### src/rtl/uart_pkg.sv
// Purpose: shared types and sizing helpers for the UART receive path.
// Latency: n/a (declarations only).
// Backpressure: n/a.
package uart_pkg;

    typedef enum logic [2:0] {
        IDLE,
        START,
        DATA,
        PARITY,
        STOP,
        BREAK
    } rx_state_t;

    localparam int CLKS_PER_BIT_DEFAULT = 104;

    // Width of a counter that must reach clks_per_bit-1.
    function automatic int baud_cnt_w(input int clks_per_bit);
        return (clks_per_bit > 1) ? $clog2(clks_per_bit) : 1;
    endfunction

endpackage

### src/rtl/rx_sync.sv
// Purpose: metastability synchronizer for the raw RX pin; resets to the idle (high) level.
// Latency: SYNC_STAGES cycles from i_rx to o_rxs.
// Backpressure: none.
// Ports: clk, rst_n (async active-low), i_rx (async pin), o_rxs (synchronized level).
module rx_sync #(
    parameter int SYNC_STAGES = 2
) (
    input  logic clk,
    input  logic rst_n,
    input  logic i_rx,
    output logic o_rxs
);

    logic [SYNC_STAGES-1:0] r_sync;

    always_ff @(posedge clk or negedge rst_n) begin
        if (!rst_n) begin
            r_sync <= '1;
        end else begin
            r_sync <= {r_sync[SYNC_STAGES-2:0], i_rx};
        end
    end

    assign o_rxs = r_sync[SYNC_STAGES-1];

endmodule

### src/rtl/uart_rx_byte.sv
// Purpose: UART receiver, deframes 8N1 (8E1 with UART_RX_PARITY_EN) characters into bytes.
// Latency: rx_data_rdy / rx_frame_err pulse SYNC_STAGES+1 cycles after the stop-bit centre on the pin.
// Backpressure: none; each byte is presented for one strobe cycle and overwritten by the next.
// Ports: clk, rst_n (async active-low), rx_serial (pin, idle high), rx_data[7:0] (last good byte),
//        rx_data_rdy (1-cycle good-byte strobe), rx_frame_err (1-cycle bad-frame strobe),
//        rx_busy (start detect until back in IDLE).
// Config macro: UART_RX_PARITY_EN adds an even-parity bit between data and stop.
module uart_rx_byte
    import uart_pkg::*;
#(
    parameter int CLKS_PER_BIT = CLKS_PER_BIT_DEFAULT,
    parameter int SYNC_STAGES  = 2
) (
    input  logic       clk,
    input  logic       rst_n,
    input  logic       rx_serial,
    output logic [7:0] rx_data,
    output logic       rx_data_rdy,
    output logic       rx_frame_err,
    output logic       rx_busy
);

    localparam int             CW      = baud_cnt_w(CLKS_PER_BIT);
    localparam logic [CW-1:0]  HALF_M1 = CW'(CLKS_PER_BIT / 2 - 1);
    localparam logic [CW-1:0]  FULL_M1 = CW'(CLKS_PER_BIT - 1);

    logic            w_rxs;
    rx_state_t       r_state;
    logic [CW-1:0]   r_cnt;
    logic [2:0]      r_bit_idx;
    logic [7:0]      r_shift;
    logic [7:0]      r_data;
    logic            r_rdy;
    logic            r_err;
    logic            r_busy;
`ifdef UART_RX_PARITY_EN
    logic            r_par_err;
`endif

    rx_sync #(
        .SYNC_STAGES (SYNC_STAGES)
    ) u_sync (
        .clk   (clk),
        .rst_n (rst_n),
        .i_rx  (rx_serial),
        .o_rxs (w_rxs)
    );

    always_ff @(posedge clk or negedge rst_n) begin
        if (!rst_n) begin
            r_state   <= IDLE;
            r_cnt     <= '0;
            r_bit_idx <= '0;
            r_shift   <= '0;
            r_data    <= '0;
            r_rdy     <= 1'b0;
            r_err     <= 1'b0;
            r_busy    <= 1'b0;
`ifdef UART_RX_PARITY_EN
            r_par_err <= 1'b0;
`endif
        end else begin
            // Strobes are single-cycle by default; set only on the frame-ending edge.
            r_rdy <= 1'b0;
            r_err <= 1'b0;
            case (r_state)
                IDLE: begin
                    r_cnt <= '0;
                    if (!w_rxs) begin
                        r_state <= START;
                        r_busy  <= 1'b1;
                    end
                end
                START: begin
                    if (r_cnt == HALF_M1) begin
                        r_cnt <= '0;
                        if (w_rxs) begin
                            // Line came back high before mid start bit: a glitch.
                            r_state <= IDLE;
                            r_busy  <= 1'b0;
                        end else begin
                            r_state   <= DATA;
                            r_bit_idx <= '0;
                        end
                    end else begin
                        r_cnt <= r_cnt + CW'(1);
                    end
                end
                DATA: begin
                    if (r_cnt == FULL_M1) begin
                        r_cnt     <= '0;
                        r_shift   <= {w_rxs, r_shift[7:1]};
                        r_bit_idx <= r_bit_idx + 3'd1;
                        if (r_bit_idx == 3'd7) begin
`ifdef UART_RX_PARITY_EN
                            r_state <= PARITY;
`else
                            r_state <= STOP;
`endif
                        end
                    end else begin
                        r_cnt <= r_cnt + CW'(1);
                    end
                end
`ifdef UART_RX_PARITY_EN
                PARITY: begin
                    if (r_cnt == FULL_M1) begin
                        r_cnt     <= '0;
                        r_par_err <= ^{r_shift, w_rxs};
                        r_state   <= STOP;
                    end else begin
                        r_cnt <= r_cnt + CW'(1);
                    end
                end
`endif
                STOP: begin
                    if (r_cnt == FULL_M1) begin
                        r_cnt <= '0;
                        if (w_rxs) begin
                            // Leave at stop-bit centre so a following start bit is not missed.
                            r_state <= IDLE;
                            r_busy  <= 1'b0;
`ifdef UART_RX_PARITY_EN
                            if (r_par_err) begin
                                r_err <= 1'b1;
                            end else begin
                                r_data <= r_shift;
                                r_rdy  <= 1'b1;
                            end
`else
                            r_data <= r_shift;
                            r_rdy  <= 1'b1;
`endif
                        end else begin
                            r_err   <= 1'b1;
                            r_state <= BREAK;
                        end
                    end else begin
                        r_cnt <= r_cnt + CW'(1);
                    end
                end
                BREAK: begin
                    // Held-low line: one error already reported, wait for idle level.
                    if (w_rxs) begin
                        r_state <= IDLE;
                        r_busy  <= 1'b0;
                    end
                end
                default: begin
                    r_state <= IDLE;
                    r_busy  <= 1'b0;
                end
            endcase
        end
    end

    assign rx_data      = r_data;
    assign rx_data_rdy  = r_rdy;
    assign rx_frame_err = r_err;
    assign rx_busy      = r_busy;

endmodule

### config.mk
export PLATFORM = sky130hd
export DESIGN_NAME = uart_rx_byte
export DESIGN_NICKNAME = d
export VERILOG_FILES = /design/src/rtl/uart_pkg.sv /design/src/rtl/rx_sync.sv /design/src/rtl/uart_rx_byte.sv
export SDC_FILE = /design/constraint.sdc
export NUM_CORES = 1
export LEC_CHECK = 0
export CORE_ASPECT_RATIO = 0.7
export CORE_UTILIZATION = 50
export DETAILED_ROUTE_END_ITERATION = 7
export DONT_BUFFER_PORTS = 1
export PLACE_DENSITY = 0.66
export SETUP_SLACK_MARGIN = 0.4
export SKIP_LAST_GASP = 1
export SLEW_MARGIN = 20
export SYNTH_ARGS = -nofsm -noshare
export SYNTH_HDL_FRONTEND = slang
export SYNTH_SLANG_ARGS = --single-unit
### constraint.sdc
create_clock -name clk -period 2.3 [get_ports clk]
set_input_delay 0.23 -clock clk [delete_from_list [all_inputs] [get_ports clk]]
set_output_delay 0.23 -clock clk [all_outputs]
set_load 0.02 [all_outputs]
[Yosys cells after proc, flatten, opt, wreduce, memory -nomap -nowiden]
Index checks and enable logic that the tools add are counted.
Word-level totals
  ROM bits: 0
  latch bits: 0
  input port bits: 3
  memories kept: 0
  register bits after elaboration: 34
  word-level logic and storage cells: 62
  memory bits (writable): 0
Cells by class
  reductions and logical operators: 9
  add/subtract/negate cells: 2
  $lt $le $gt $ge: 0
  multiply operators: 0
  div/mod/pow operators: 0
  shifts and indexed selects: 0
  bitwise logic cells: 1
  multiplexer cells: 27
  eq/ne operators: 14
Operators with widths (count)
  $mux W3: 10
  $pmux W7 S3: 1
  $pmux W3 S5: 1
  $mux W7: 2
  $ne A2 B2 Y1 const B: 6
  $mux W1: 10
  $eq A3 B3 Y1 const B: 3
  $reduce_and A4 Y1: 2
  $add A7 B1 Y7 const B: 1
  $eq A7 B6 Y1 const B: 1
  $eq A7 B7 Y1 const B: 1
  $pmux W3 S2: 1
  $reduce_and A6 Y1: 1
  $pmux W1 S5: 1
  $add A3 B1 Y3 const B: 1
  $eq A3 B1 Y1 const B: 1
  $eq A3 B2 Y1 const B: 1
  $logic_not A3 Y1: 1
  $reduce_and A3 Y1: 1
  $reduce_bool A3 Y1: 1
  $mux W2: 1
  $ne A2 B1 Y1 const B: 1
  $reduce_and A2 Y1: 1
  $reduce_bool A2 Y1: 1
  2 further kinds: 2

[Depth between registers and ports, before layout]
  depth in word-level cells: 4
  gate-level depth with buffers: 6

[Modules after synthesis]
A second synthesis with hierarchy kept.
Second synthesis, totals
  cells, all modules: 129
  area, all modules: 1552.7 sq um
Modules (own cells, without submodules)
  uart_rx_byte: instances 1, area each 1500.2 sq um, cells each 127
  rx_sync: instances 1, area each 52.6 sq um, cells each 2

[Worst setup path after synthesis]
Ideal clock, no wire load.
  path type: register to register
  start: reg r_cnt[0]
  end: reg r_shift[0]
  stages on the path, launching flop included: 7
  data required time: 2.175 ns
  buffers on the path: 1
  path slack: 0.396 ns
  clock period less this slack: 1.904 ns
  setup time: 0.125 ns
  arrival time: 1.779 ns
  cell sequence: dfrtp_1 ha_1 nand2_1 or2_4 nor4_1 buf_2 mux2_2
Between the ends
  longest elaborated chain between the ends: 2
Ends and longest elaborated chain
  from (decl): line uart_rx_byte.sv:29  | logic [CW-1:0] r_cnt;
  from (signal assigned): line uart_rx_byte.sv:86  | r_cnt <= r_cnt + CW'(1);
  from (signal assigned): line uart_rx_byte.sv:102  | r_cnt <= r_cnt + CW'(1);
  from (signal assigned): line uart_rx_byte.sv:139  | r_cnt <= r_cnt + CW'(1);
  $eq A7 B7 Y1: line uart_rx_byte.sv:90  | if (r_cnt == FULL_M1) begin
  $reduce_and A2 Y1 (no line)
  to (signal assigned): line uart_rx_byte.sv:92  | r_shift <= {w_rxs, r_shift[7:1]};
  to (decl): line uart_rx_byte.sv:31  | logic [7:0] r_shift;
Every way passes these cells.
A chain may end at the register's enable or synchronous reset.

[Final worst setup path]
  start: reg r_cnt[3]
  end: reg r_shift[7]
Same word-level chain as after synthesis.

==> results.env <==
GRT_REMAINING_OVERFLOW=0
NETLIST-CELL-TYPE-COUNT=37
CTS_INSERTED_BUFFERS=5
MIN_PATH_TYPE='flip-flop to flip-flop'
POST-ROUTE-UTIL=0.6345
SETUP_TOTAL_NEGATIVE_SLACK_NS=0
NETLIST_AREA_UM2=1575
AREA_OF_THE_DIE_UM2=3382
STATIC-LEAKAGE-POWER_nW=0.8545
ACHIEVABLE-FREQUENCY_GHz=0.5435
TIMING.HOLD.WORST.START='u_sync.r_sync[0]$_DFF_PN1_'
TIMING.FINAL.SETUP_VIOLATIONS=0
ROUTE.VIAS.TOTAL=1048
WORST-ENDPOINT-ARRIVAL_NS=2.01
SYNTH.FF_LATCH_COUNT=34
GROUTE.LAYER.MET2.USAGE=0.2735
MOSTFREQUENTLAYOUTCELLS='30 x sky130_fd_sc_hd__dfrtp_1, 19 x sky130_fd_sc_hd__mux2_2, 9 x sky130_fd_sc_hd__nand2_1, 9 x sky130_fd_sc_hd__o21ai_0'
POSTSYNTHNETCOUNT=135
DRC=0
PLACE_HPWL_UM=1857
ENDPOINT_KIND='flip-flop'
FINAL_MAX_SLEW_VIOL_COUNT=0
FINALHOLDVIOLCOUNT=0
GRT.MET1_USAGE=0.2752
SYNTHTOLAYOUTAREAGROWTH_PCT=16.92
SYNTH_CELLS=129
DR.PASS1.ITERS=4
WORST_SKEW_PAIR.LATE_LATENCY_NS=0.28
POWER_PER_CELL_AREA_nW_PER_UM2=691.8
WORST-PATH-MAX-FANOUT=9
FF2FF_SETUP_SLACK_NS=0.46
FINAL.PERIOD_UTILIZATION=0.8000
PORTBUFFERS=0
REGTOREGSTARTPOINT='r_cnt[3]$_DFFE_PN0P_'
FLOORPLAN.INITIALDENSITY=0.5427
CLOCK_PATH_BUFFERS=2
FINAL_COMMON_CELL='sky130_fd_sc_hd__dfrtp_1'
CLOCK-SINKS=34
STARTPOINT_TYPE='flip-flop'
FINALWIRELENGTH_UM=2861
OUTCOME='completed'
FP.DIEH_UM=48.96
SLOWEST_STAGE='sky130_fd_sc_hd__dfrtp_2'
GR-USAGE-MET3=0.06405
WIRE_LENGTH_OF_THE_FIRST_GLOBAL_ROUTING_PASS_UM=5057
CLK_PIN_SLEW_WORST_PATHS_NS=0.07
SYNTH_AREA_PER_CELL_UM2=12.21
GRT_ANTENNA_BEFORE_REPAIR=0
MAX_SLEW.WORST_PIN.SLEW_NS=0.5205
HOLDPATHEND='u_sync.r_sync[1]$_DFF_PN1_'
DRTANTENNAVIOLNETS=0
FINALWEIGHTEDCONGESTION=0.8085
DRV.MAX_CAP_VIOLATION_COUNT=0
N_ANTENNA_CELL=0
ROUTEDWLPERCELL_UM=15.98
FINISH.CELL_COUNT_WITHOUT_FILLERS=179
SYNTH_SEQUENTIAL_AREA_RATIO=0.5417
PORTS_PLACED_ON_THE_BOUNDARY=14
DESIGN.CORE.AREA_UM2=2903
GRT_START_MAX_NET_PINS=35
DRIVE_GT1_FRAC=0.3357
WHS_PATH_DEPTH=0
CLOCK_TREE.HTREE_LEVEL_COUNT=2
CORE.ROWCOUNT=16
POWER.IR.VDD_WORST_uV=393.3
WORST-R2R-CELL-COUNT=5
CRIT_REQUIRED_NS=2.47
GRT_USAGE=0.1938
DIE_W_UM=69.09
SYNTH-WARNING-COUNT=0
GR-MAX-USAGE-LAYER='met1'
CPPEAKSTAGEDELAY_NS=0.44
CRITICAL_PATH_TYPE='flip-flop to flip-flop'
NUMBER_OF_GLOBAL_ROUTE_VIAS_BEFORE_REPAIR=1074
SETUP_REPAIR_AFTER_GLOBAL_ROUTING_MISSED_ITS_MARGIN='true'
PLACEMENT.SETUP.WORST_SLACK_NS=0.3683
LAYOUT.NETS=148
R2R-END='r_shift[7]$_DFFE_PN0P_'
FINALCLOCKSKEW_NS=0.006201
CLOCK_TREE_FROM_TRITONCTS='built'
SLEW_HEADROOM=0.6530
DETAILEDROUTE.FIRSTITERATIONVIOLATIONS=39
CRIT_PATH_CELL_TRACE='nand4bb_4 -> or2_4 -> nor4_2 -> buf_4 -> mux2_2'
CLOCKROOTBUFFER='sky130_fd_sc_hd__clkbuf_8'
PLACED_CELLS=163
VIASPERCELL=5.855
PERIOD_MINUS_SLACK_NS=1.840
POSTLAYOUTSETUPSLACKWORST_NS=0.4599
Yosys cell counts, drive strengths merged:
| cell type | instances | share of area |
|---|---|---|
| dfrtp | 32 | 0.51 |
| mux2 | 19 | 0.14 |
| nand2 | 10 | 0.024 |
| o21ai | 9 | 0.029 |
| nor2 | 6 | 0.014 |
| nor4 | 5 | 0.029 |
| inv | 4 | 0.0095 |
| o22ai | 4 | 0.016 |
| a22o | 3 | 0.017 |
| clkbuf | 3 | 0.014 |
| ha | 3 | 0.024 |
| nand3 | 3 | 0.0095 |
| nor3 | 3 | 0.0095 |
| a21oi | 2 | 0.0064 |
| and2 | 2 | 0.0087 |
| dfstp | 2 | 0.033 |
| nand4bb | 2 | 0.025 |
| o211a | 2 | 0.013 |
| or2 | 2 | 0.0095 |
| a311oi | 1 | 0.0056 |
| a41o | 1 | 0.0064 |
| and3 | 1 | 0.0040 |
| buf | 1 | 0.0032 |
| maj3 | 1 | 0.0064 |
| nand2b | 1 | 0.0040 |
| nor2b | 1 | 0.0040 |
| o211ai | 1 | 0.0048 |
| o221ai | 1 | 0.0056 |
| o41ai | 1 | 0.0056 |
| or2b | 1 | 0.0056 |
| xnor2 | 1 | 0.0056 |
| xor2 | 1 | 0.0056 |
state kept, by name (all words and copies together) (netlist names):
signal         count
rx_data_rdy        1
r_shift            8
rx_frame_err       1
rx_data            8
u_sync.r_sync      2
rx_busy            1
r_state            3
r_bit_idx          3
r_cnt              7
final cells by class:
cell class              instances  area (um2)
fillers                       229        1061
flip-flops and latches         34       855.8
multi-input cells              87       691.9
repair buffers                 10       96.34
clock buffers                   5       68.82
clock inverters                 3       68.82
well taps                      36       45.04
inverters                       4       15.01
worst max-delay path by stage:
stage / startpoint / endpoint / slack (ns)
after floorplan: r_cnt[0]$_DFFE_PN0P_ / r_shift[0]$_DFFE_PN0P_ / 0.42
after global placement: r_cnt[0]$_DFFE_PN0P_ / rx_data[6]$_DFFE_PN0P_ / 0.41
after detailed placement: r_cnt[0]$_DFFE_PN0P_ / rx_data[5]$_DFFE_PN0P_ / 0.37
after CTS: r_cnt[0]$_DFFE_PN0P_ / rx_data[1]$_DFFE_PN0P_ / 0.43
after global routing: r_cnt[0]$_DFFE_PN0P_ / r_shift[7]$_DFFE_PN0P_ / 0.37
final: r_cnt[3]$_DFFE_PN0P_ / r_shift[7]$_DFFE_PN0P_ / 0.46
logic make-up (layout without fill, tap and decap cells):
| group | count (synthesis) | in the layout | share of synthesized area |
|---|---|---|---|
| and+or+nand+nor | 37 | 37 | 0.1470 |
| DFF | 34 | 34 | 0.5417 |
| muxes | 19 | 19 | 0.1358 |
| xor gates and xnor gates | 2 | 2 | 0.01112 |
| AOI/OAI and AO/OA | 25 | 25 | 0.1080 |
| adders and majority gates | 4 | 4 | 0.03019 |
| buffers and inverters | 8 | 22 | 0.02621 |
layer usage:
metal  share of wire  up-vias  wire [um]
met4           0.012        0         34
met2            0.43       24       1218
met3           0.054        5        154
met5               0        -          0
met1            0.51      518       1454
li1                -      501          -
power by group:
group | internal (W) | switching (W) | leakage (nW)
Combinational | 0.00000612 | 0.0000130 | 0.340
Sequential | 0.000601 | 0.00000221 | 0.446
Clock | 0.000434 | 0.000218 | 0.0683
Total | 0.00104 | 0.000233 | 0.855
worst max-delay path, delay by kind of cell (launching register included):
family	cells	cell delay, ns
buffers and inverters	1	0.23
and+or+nand+nor	3	0.70
DFF	1	0.44
muxes	1	0.35
timing repair:
action                                  in CTS  in global routing
gates cloned                                 0                  1
buffers inserted                             1                  3
hold endpoints to repair                    35                  0
hold buffers                                 3                  0
resized for setup                            2                  4
endpoints found under the setup margin      15                 18
pin swaps                                    0                  2
per-stage QoR:
stage | hold WS [ns] | power, W | cell area (um2)
2_1_floorplan | -0.06559 | 0.0006152 | 1578
3_3_place_gp | -0.06468 | 0.0006163 | 1615
3_5_place_dp | -0.06455 | 0.0006163 | 1615
4_1_cts | 0.3593 | 0.001291 | 1807
5_1_grt | 0.3651 | 0.001318 | 1842
6_report | 0.3573 | 0.001274 | 1842
No activity file was read; power rests on OpenSTA's default activity.
